## src/rtl/seg_scan_encoder.sv

```systemverilog
// Key-press priority encoder with a DIGITS-deep hex history, scanned onto a
// common-anode 7-segment display. Define SEG_SCAN_DP_EN to add the dp_n output.
module seg_scan_encoder #(
    parameter int N_IN   = 8,
    parameter int DIGITS = 4,
    parameter int DIV    = 50000,
    localparam int IW    = $clog2(N_IN)
) (
    input  logic              clk,
    input  logic              rst,
    input  logic [N_IN-1:0]   in,
    input  logic              clr,
    output logic [IW-1:0]     code,
    output logic              code_valid,
    output logic [6:0]        seg_n,
    output logic [DIGITS-1:0] an_n
`ifdef SEG_SCAN_DP_EN
    ,
    output logic              dp_n
`endif
);

    localparam int SW = (DIGITS > 1) ? $clog2(DIGITS) : 1;
    localparam int CW = $clog2(DIV);

    logic [N_IN-1:0]            sync1;
    logic [N_IN-1:0]            sync2;
    logic [N_IN-1:0]            prev;
    logic                       press;
    logic [IW-1:0]              press_idx;

    logic [DIGITS-1:0]          slot_valid;
    logic [DIGITS-1:0][IW-1:0]  slot_val;

    logic [CW-1:0]              pre_cnt;
    logic [SW-1:0]              scan_idx;

    logic                       cur_valid;
    logic [IW-1:0]              cur_val;
    logic [6:0]                 seg_next;
    logic [DIGITS-1:0]          an_next;

    function automatic logic [6:0] hex_font(input logic [3:0] v);
        logic [6:0] f;
        case (v)
            4'h0:    f = 7'b0000001;
            4'h1:    f = 7'b1001111;
            4'h2:    f = 7'b0010010;
            4'h3:    f = 7'b0000110;
            4'h4:    f = 7'b1001100;
            4'h5:    f = 7'b0100100;
            4'h6:    f = 7'b0100000;
            4'h7:    f = 7'b0001111;
            4'h8:    f = 7'b0000000;
            4'h9:    f = 7'b0000100;
            4'hA:    f = 7'b0001000;
            4'hB:    f = 7'b1100000;
            4'hC:    f = 7'b0110001;
            4'hD:    f = 7'b1000010;
            4'hE:    f = 7'b0110000;
            default: f = 7'b0111000;
        endcase
        return f;
    endfunction

    // prev holds the previous synchronised sample so only a 0 -> nonzero step counts.
    always_ff @(posedge clk or posedge rst) begin
        if (rst) begin
            sync1 <= '0;
            sync2 <= '0;
            prev  <= '0;
        end else begin
            sync1 <= in;
            sync2 <= sync1;
            prev  <= sync2;
        end
    end

    assign press = (sync2 != '0) && (prev == '0);

    always_comb begin
        press_idx = '0;
        for (int i = 0; i < N_IN; i++) begin
            if (sync2[i]) press_idx = IW'(i);
        end
    end

    // code_valid is a one-cycle qualifier for code with no back-pressure:
    // a consumer must take code in the cycle code_valid is high.
    always_ff @(posedge clk or posedge rst) begin
        if (rst) begin
            code       <= '0;
            code_valid <= 1'b0;
        end else begin
            code_valid <= press && !clr;
            if (press && !clr) code <= press_idx;
        end
    end

    // Slot 0 sits in the low bits, so a left shift ages every entry by one.
    always_ff @(posedge clk or posedge rst) begin
        if (rst) begin
            slot_valid <= '0;
            slot_val   <= '0;
        end else if (clr) begin
            slot_valid <= '0;
        end else if (press) begin
            slot_valid <= (slot_valid << 1) | DIGITS'(1);
            slot_val   <= (slot_val << IW) | (DIGITS * IW)'(press_idx);
        end
    end

    always_ff @(posedge clk or posedge rst) begin
        if (rst) begin
            pre_cnt  <= '0;
            scan_idx <= '0;
        end else if (pre_cnt == CW'(DIV - 1)) begin
            pre_cnt  <= '0;
            scan_idx <= (scan_idx == SW'(DIGITS - 1)) ? '0 : scan_idx + SW'(1);
        end else begin
            pre_cnt  <= pre_cnt + CW'(1);
        end
    end

    always_comb begin
        cur_valid = 1'b0;
        cur_val   = '0;
        an_next   = '1;
        for (int i = 0; i < DIGITS; i++) begin
            if (scan_idx == SW'(i)) begin
                cur_valid = slot_valid[i];
                cur_val   = slot_val[i];
            end
            an_next[i] = (scan_idx != SW'(i));
        end
        seg_next = cur_valid ? hex_font(4'(cur_val)) : 7'h7F;
    end

    // Anode and segments are registered together so digits never ghost.
    always_ff @(posedge clk or posedge rst) begin
        if (rst) begin
            seg_n <= 7'h7F;
            an_n  <= '1;
        end else begin
            seg_n <= seg_next;
            an_n  <= an_next;
        end
    end

`ifdef SEG_SCAN_DP_EN
    always_ff @(posedge clk or posedge rst) begin
        if (rst) begin
            dp_n <= 1'b1;
        end else begin
            dp_n <= !((scan_idx == '0) && slot_valid[0]);
        end
    end
`endif

endmodule

```

## config.mk

```make
export PLATFORM = sky130hd
export DESIGN_NAME = seg_scan_encoder
export DESIGN_NICKNAME = d
export VERILOG_FILES = /design/src/rtl/seg_scan_encoder.sv
export SDC_FILE = /design/constraint.sdc
export NUM_CORES = 1
export LEC_CHECK = 0
export BUFFER_PORTS_ARGS = -buffer_cell sky130_fd_sc_hd__clkbuf_2
export CAP_MARGIN = 20
export CELL_PAD_IN_SITES_DETAIL_PLACEMENT = 1
export CELL_PAD_IN_SITES_GLOBAL_PLACEMENT = 1
export CORE_ASPECT_RATIO = 1.1
export CORE_MARGIN = 5
export CORE_UTILIZATION = 50
export DETAILED_ROUTE_END_ITERATION = 8
export PLACE_DENSITY_LB_ADDON = 0.08
export SLEW_MARGIN = 20
export SYNTH_ARGS = -nofsm -noshare
export SYNTH_HDL_FRONTEND = slang
export SYNTH_SLANG_ARGS = --single-unit
```

## constraint.sdc

```tcl
create_clock -name clk -period 3.1 [get_ports clk]
set_input_delay 0 -clock clk [delete_from_list [all_inputs] [get_ports clk]]
set_output_delay 0 -clock clk [all_outputs]
set_load 0.1 [all_outputs]
```

==> results of run 1 <==
metal layers:
| layer | GRT usage [%] | routed length, um |
|---|---|---|
| met1 | 20.7 | 2200 |
| met2 | 31.3 | 3010 |
| met3 | 3.67 | 208 |
| met4 | 10.9 | 108 |
| met5 | 0 | 0 |
worst max-delay path, cell delays in order (launching register included):
cell	delay, ps
dfrtp_1	410
inv_1	140
ha_1	220
nor2b_1	240
a22oi_1	130
a211oi_1	420
inv_1	180
ha_1	340
o21ai_0	200
registers in the layout, summed over array words and instances (netlist names), 2 cells and up:
signal / count
code: 3
pre_cnt: 16
sync2: 8
prev: 8
slot_val: 9
scan_idx: 2
slot_valid: 4
sync1: 8
seg_n: 7
an_n: 4
Yosys cell counts, types with 5 or more instances:
cell,n,area [um^2]
nand2_1,12,45.0
nand4_1,5,31.3
nand3_1,9,45.0
inv_1,12,45.0
ha_1,11,138
buf_4,5,37.5
a22o_1,6,52.6
mux2_1,8,90.1
xor2_1,8,70.1
nor2_1,15,56.3
dfrtp_1,59,1480
dfstp_2,11,289
a21oi_1,5,25.0
stage by stage:
step,cells,hold WS (ps),utilization [%],instance area (um^2)
2_1_floorplan,218,31.4,-,2820
3_3_place_gp,314,110,55.5,3010
3_5_place_dp,314,110,55.5,3010
4_1_cts,340,284,60.6,3290
5_1_grt,340,278,60.6,3290
6_report,340,303,60.6,3290
area by class of cell:
class                   count  area [um^2]
fillers                   553         2140
flip-flops and latches     70         1770
multi-input cells         129          961
repair buffers             38          248
clock buffers              11          141
well taps                  75         93.8
inverters                  12         46.3
clock inverters             5         33.8
logic make-up after synthesis:
group / after synthesis / share of synthesized area [%]
compound gates: 33 / 9.35
xor+xnor: 12 / 3.72
fa+ha+maj: 11 / 4.87
buf+inv: 19 / 3.46
flops: 70 / 62.5
mux: 9 / 3.54
simple gates: 64 / 12.5
cell usage in the layout, fill, tap and decap left out, drive strengths merged, types with 6 or more instances in the layout:
cell	n
clkbuf	36
a22o	6
nand2	12
dlygate4sd3	10
mux2	8
nor2	15
dfstp	11
nand3	9
dfrtp	59
ha	11
xor2	8
inv	12
power by group:
part	switching [uW]	internal, uW
Sequential	18.1	939
Combinational	68.2	32.0
Clock	339	312
path summary, 6_finish.rpt:
path | endpoint | depth (start not counted) | from
worst max-delay path | seg_n[5]$_DFF_PP1_ | 8 | scan_idx[0]$_DFFE_PP0N_
worst min-delay path | sync1[3]$_DFF_PP0_ | 2 | in[3]
worst max register to register | seg_n[5]$_DFF_PP1_ | 8 | scan_idx[0]$_DFFE_PP0N_
worst min register to register | sync2[3]$_DFF_PP0_ | 0 | sync1[3]$_DFF_PP0_
max in group asynchronous | seg_n[1]$_DFF_PP1_ | 4 | rst
min in group asynchronous | sync2[4]$_DFF_PP0_ | 3 | rst
==> run metrics, run 1 <==
pre-CTS setup slack=a little over 700 ps; critical path class=flip-flop to flip-flop; final worst setup slack=around 730 ps; antenna cells=0; status=finished clean; Seq cells post-synth=70; H-tree Lvls=3; crit path time final=2370 ps; Yosys cell types=42; cell area after synthesis=around 2800 um^2; Ys Warns=0; postcts setup bufs=0; Max Clock Freq=0.422 GHz; number of remaining DRC errors=0; CP Data Required Time=3360 ps; ratio of cells with drive above 1 in the final layout=22.6%; register-to-register setup slack=roughly 730 ps; # rows=28; PostCTS Resize Cnt=0; area grow syn2layout=16.5%; CP Max Fanout=4; Pre-antenna DRT Iters=4; grt ovf=0; die height=88.8 um; first-pass GRT wire length=approximately 10000 um; pin count of the biggest net entering global routing=between 40 and 50; Post-layout nets=282; PortBufs=25; routed wire length=between 5000 and 6000 um; CTS max path bufs=2; syn_area_per_cell=about 13 um^2; GPL Wtd Cong=0.848; power per cell area=between 500 and 600 nW/um^2; cts bufs inserted=9; Initial Utilization=a little over half; most used flip-flop cell after synthesis=dfrtp_1; final max-slew violation count=0; Iteration-0 DRC Markers=28; CTS Root Cell=clkbuf_8; post-synthesis net count=240; Die ar.=between 7000 and 8000 um^2; Cells after Synth=218; vias in the first global route=around 2000; Worst Setup End Kind=flip-flop; vias=between 1500 and 2000; post-route ant nets=0; Startpoint Class=flip-flop; Max-slew headroom=between 40% and 50%; type of the most critical hold path=primary input to flip-flop; Power Total=between 1500 and 2000 uW; arrival time worst endpoint=between 2000 and 3000 ps; Ports=26; RSZ-0062 raised after global routing=false; maximum VDD drop=0.000312 V; leakage power=about 0.0015 uW; CTS sink cnt=70; initial antenna violation count=0; setup TNS=0 ps; register area share after synthesis=62.5%; vias per inst=5.32; final hold vios=0; wire per inst=16.2 um; max-cap violation count=0; worst-margin pin slew=around 780 ps; Worst-Skew Late Latency=340 ps; Post-CTS Hold Fix Bufs=10; GRT Overall Usage=a little under a fifth; clock skew=around 7.8 ps; post-route clock period utilization=about 76%; CORE AREA=about 5400 um^2; CTS tree=done; Post-synth ARST share=between 90% and 100%; Post-synth EDFFs=0; hpwl dp=3950 um; Die X-Extent=between 80 and 90 um; Worst-path clk slew=70 ps; Final setup viols=0
(Power assumes the default switching activity.)
==> run 2, diff against run 1 <==
- ABC_AREA: unset -> 1
- CORE_UTILIZATION: 50 -> 45
- clock period: 3.1 -> 2.36 ns (I/O delays scaled with it)
==> run 2 against run 1 <==
Against the previous run:
- clock skew is essentially flat
- first-iteration DRC count is 75% higher
- register-to-register slack lost 300 ps
- total power grew 34%
- area after synthesis rose by 6.6%
- final cell count grew 34%
- sequential share of layout area is 3.2 points lower
- count of clock-buffer cells in the layout decreased by 1
- hold slack lost 4.3 ps
- critical endpoint is now seg_n[3]$_DFF_PP1_
==> run metrics, run 2 <==
RSZ-0062 raised after global routing=false; register area share after synthesis=58.7%; area grow syn2layout=16.3%; CORE AREA=approximately 6600 um^2; synth top area cells=dfrtp_1, nand2_1, dfstp_2; Post-layout nets=~400; FF-to-FF Start=scan_idx[1]$_DFFE_PP0N_; # rows=31; Worst path max stage delay=roughly 400 ps; power per cell area=around 650 nW/um^2; crit path time final=between 1500 and 2000 ps; largest registers=pre_cnt: 16 flops, slot_val: 9 flops; placed cells=430; CTS Root Cell=clkbuf_8; post-synthesis net count=349; final worst setup slack=429 ps; CTS tree=done; post-synth top area cell=dfrtp_1; Startpoint Class=flip-flop; number of remaining DRC errors=0; dpl cell area=about 3200 um^2; H-tree Lvls=3; internal power=~1700 uW; Seq pwr share=between 50% and 60%; max-cap violation count=0; postcts setup bufs=0; Logic pwr share=approximately 8.1%; Buf/Inv on CP=3; fin cells=~460; syn_area_per_cell=about 9 um^2; Seq cells post-synth=70; Hold Crit Start=in[0]; wire per inst=between 10 and 15 um; Yosys cell types=29; pin count of the biggest net entering global routing=38; vias per inst=just under 5; worst path cell trace=inv_1, ha_1, inv_1, nand3_1, nand2_1, a21boi_1, inv_1, ha_1, nand3_1, nand3_1; critical path depth in cells=10; Worst path slowest cell=dfrtp_1; Worst-path clk slew=80 ps; die height=about 96 um; final hold vios=0; Worst Setup End Kind=flip-flop; design area=~3500 um^2; post-route ant nets=0; Ys Warns=0; status=finished clean; PortBufs=25; Initial Utilization=between 40% and 50%; GPL Wtd Cong=roughly 0.8; Worst-Skew Late Latency=~340 ps; Max-slew headroom=about half; Critical Path Source=scan_idx[1]$_DFFE_PP0N_; switching power=617 uW; Die X-Extent=~88 um; Post-synth EDFFs=0; Post-CTS Hold Fix Bufs=10; first-pass GRT wire length=10600 um; hpwl dp=4330 um; Final setup viols=0; routed wire length=around 6000 um; Pre-antenna DRT Iters=4; most frequent cells in the layout=nand2_1, dfrtp_1, inv_1; delay-heaviest family, CP=adder cells; post-route clock period utilization=about four fifths; Post-synth top cells=nand2_1, dfrtp_1, inv_1; grt ovf=0; register with the most flip-flops=pre_cnt; Ports=26; Post-synth ARST share=between 90% and 100%; Switching Fraction=between 20% and 30%; initial antenna violation count=0; setup TNS=0 ps; final max-slew violation count=0; ratio of cells with drive above 1 in the final layout=between 10% and 20%; Layout fillers=between 700 and 800; hold path depth=2; pre-CTS setup slack=421 ps; CTS sink cnt=70; Seq. cell area=between 1500 and 2000 um^2; maximum VDD drop=0.000339 V; antenna cells=0; Cells after Synth=between 300 and 400; Synth top area share=about half; reg2reg path depth=10; Largest register FFs=16; PostCTS Resize Cnt=0; CTS max path bufs=2; critical path class=flip-flop to flip-flop; cts bufs inserted=9; Iteration-0 DRC Markers=49; leakage power=0.00177 uW; GRT Overall Usage=between 10% and 20%; vias=between 2000 and 2500; clock power share=~38%; worst-margin pin slew=around 740 ps; most used flip-flop cell after synthesis=dfrtp_1; CP Max Fanout=5; Die ar.=between 8000 and 9000 um^2; clock skew=between 8 and 9 ps; multi-input logic area=between 1000 and 1500 um^2; type of the most critical hold path=primary input to flip-flop; commonest non-fill, non-tap cell in the layout=nand2_1; arrival time worst endpoint=approximately 2200 ps; Max Clock Freq=between 0.5 and 0.6 GHz; most frequent cell after synthesis=nand2_1; cell area after synthesis=approximately 3000 um^2; CP Data Required Time=between 2000 and 3000 ps; vias in the first global route=between 2000 and 2500
run 2: stage by stage:
step	hold WS (ps)	power, uW	utilization [%]
floorplan	31.4	1400	-
global placement	108	1440	49.2
detailed placement	110	1440	49.2
CTS	275	2330	53.4
global route	285	2410	53.4
finish	299	2290	53.4
run 2: per-layer routing:
| metal | GRT usage (%) | share of wire, % | vias up |
|---|---|---|---|
| met3 | 3.34 | 3.7 | 11 |
| met4 | 7.54 | 1.9 | 0 |
| li1 | - | - | 1088 |
| met2 | 27.7 | 51 | 41 |
| met1 | 20.1 | 43 | 1055 |
| met5 | 0 | 0 | - |
run 2: power by group through the flow:
stage | sequential (uW) | clock [uW] | combinational, uW
5_1_grt | 1250 | 953 | 207
4_1_cts | 1250 | 895 | 189
2_1_floorplan | 1270 | 0 | 133
3_3_place_gp | 1270 | 0 | 169
3_5_place_dp | 1270 | 0 | 174
6_report | 1250 | 857 | 185
run 2: cell families after synthesis:
group           count (synthesis)  share of synthesized area (%)
xor+xnor                        6                           1.75
compound gates                 24                           4.28
simple gates                  163                           23.3
buf+inv                        53                           7.40
flops                          70                           58.7
fa+ha+maj                      11                           4.57
run 2: path summary, 6_finish.rpt:
kind / slack [ps] / to
max reg2reg: 430 / seg_n[3]$_DFF_PP1_
min: 300 / sync1[0]$_DFF_PP0_
max in group asynchronous: 1310 / seg_n[6]$_DFF_PP1_
max: 430 / seg_n[3]$_DFF_PP1_
min in group asynchronous: 330 / code[1]$_DFFE_PP0P_
min reg2reg: 350 / sync2[5]$_DFF_PP0_
run 2: cell type report:
class | instances | share of cell area (%)
clock buffers | 10 | 3.65
clock inverters | 6 | 1.32
inverters | 46 | 5.01
multi-input cells | 204 | 29.2
flip-flops and latches | 70 | 50.5
well taps | 82 | 2.93
repair buffers | 38 | 7.44
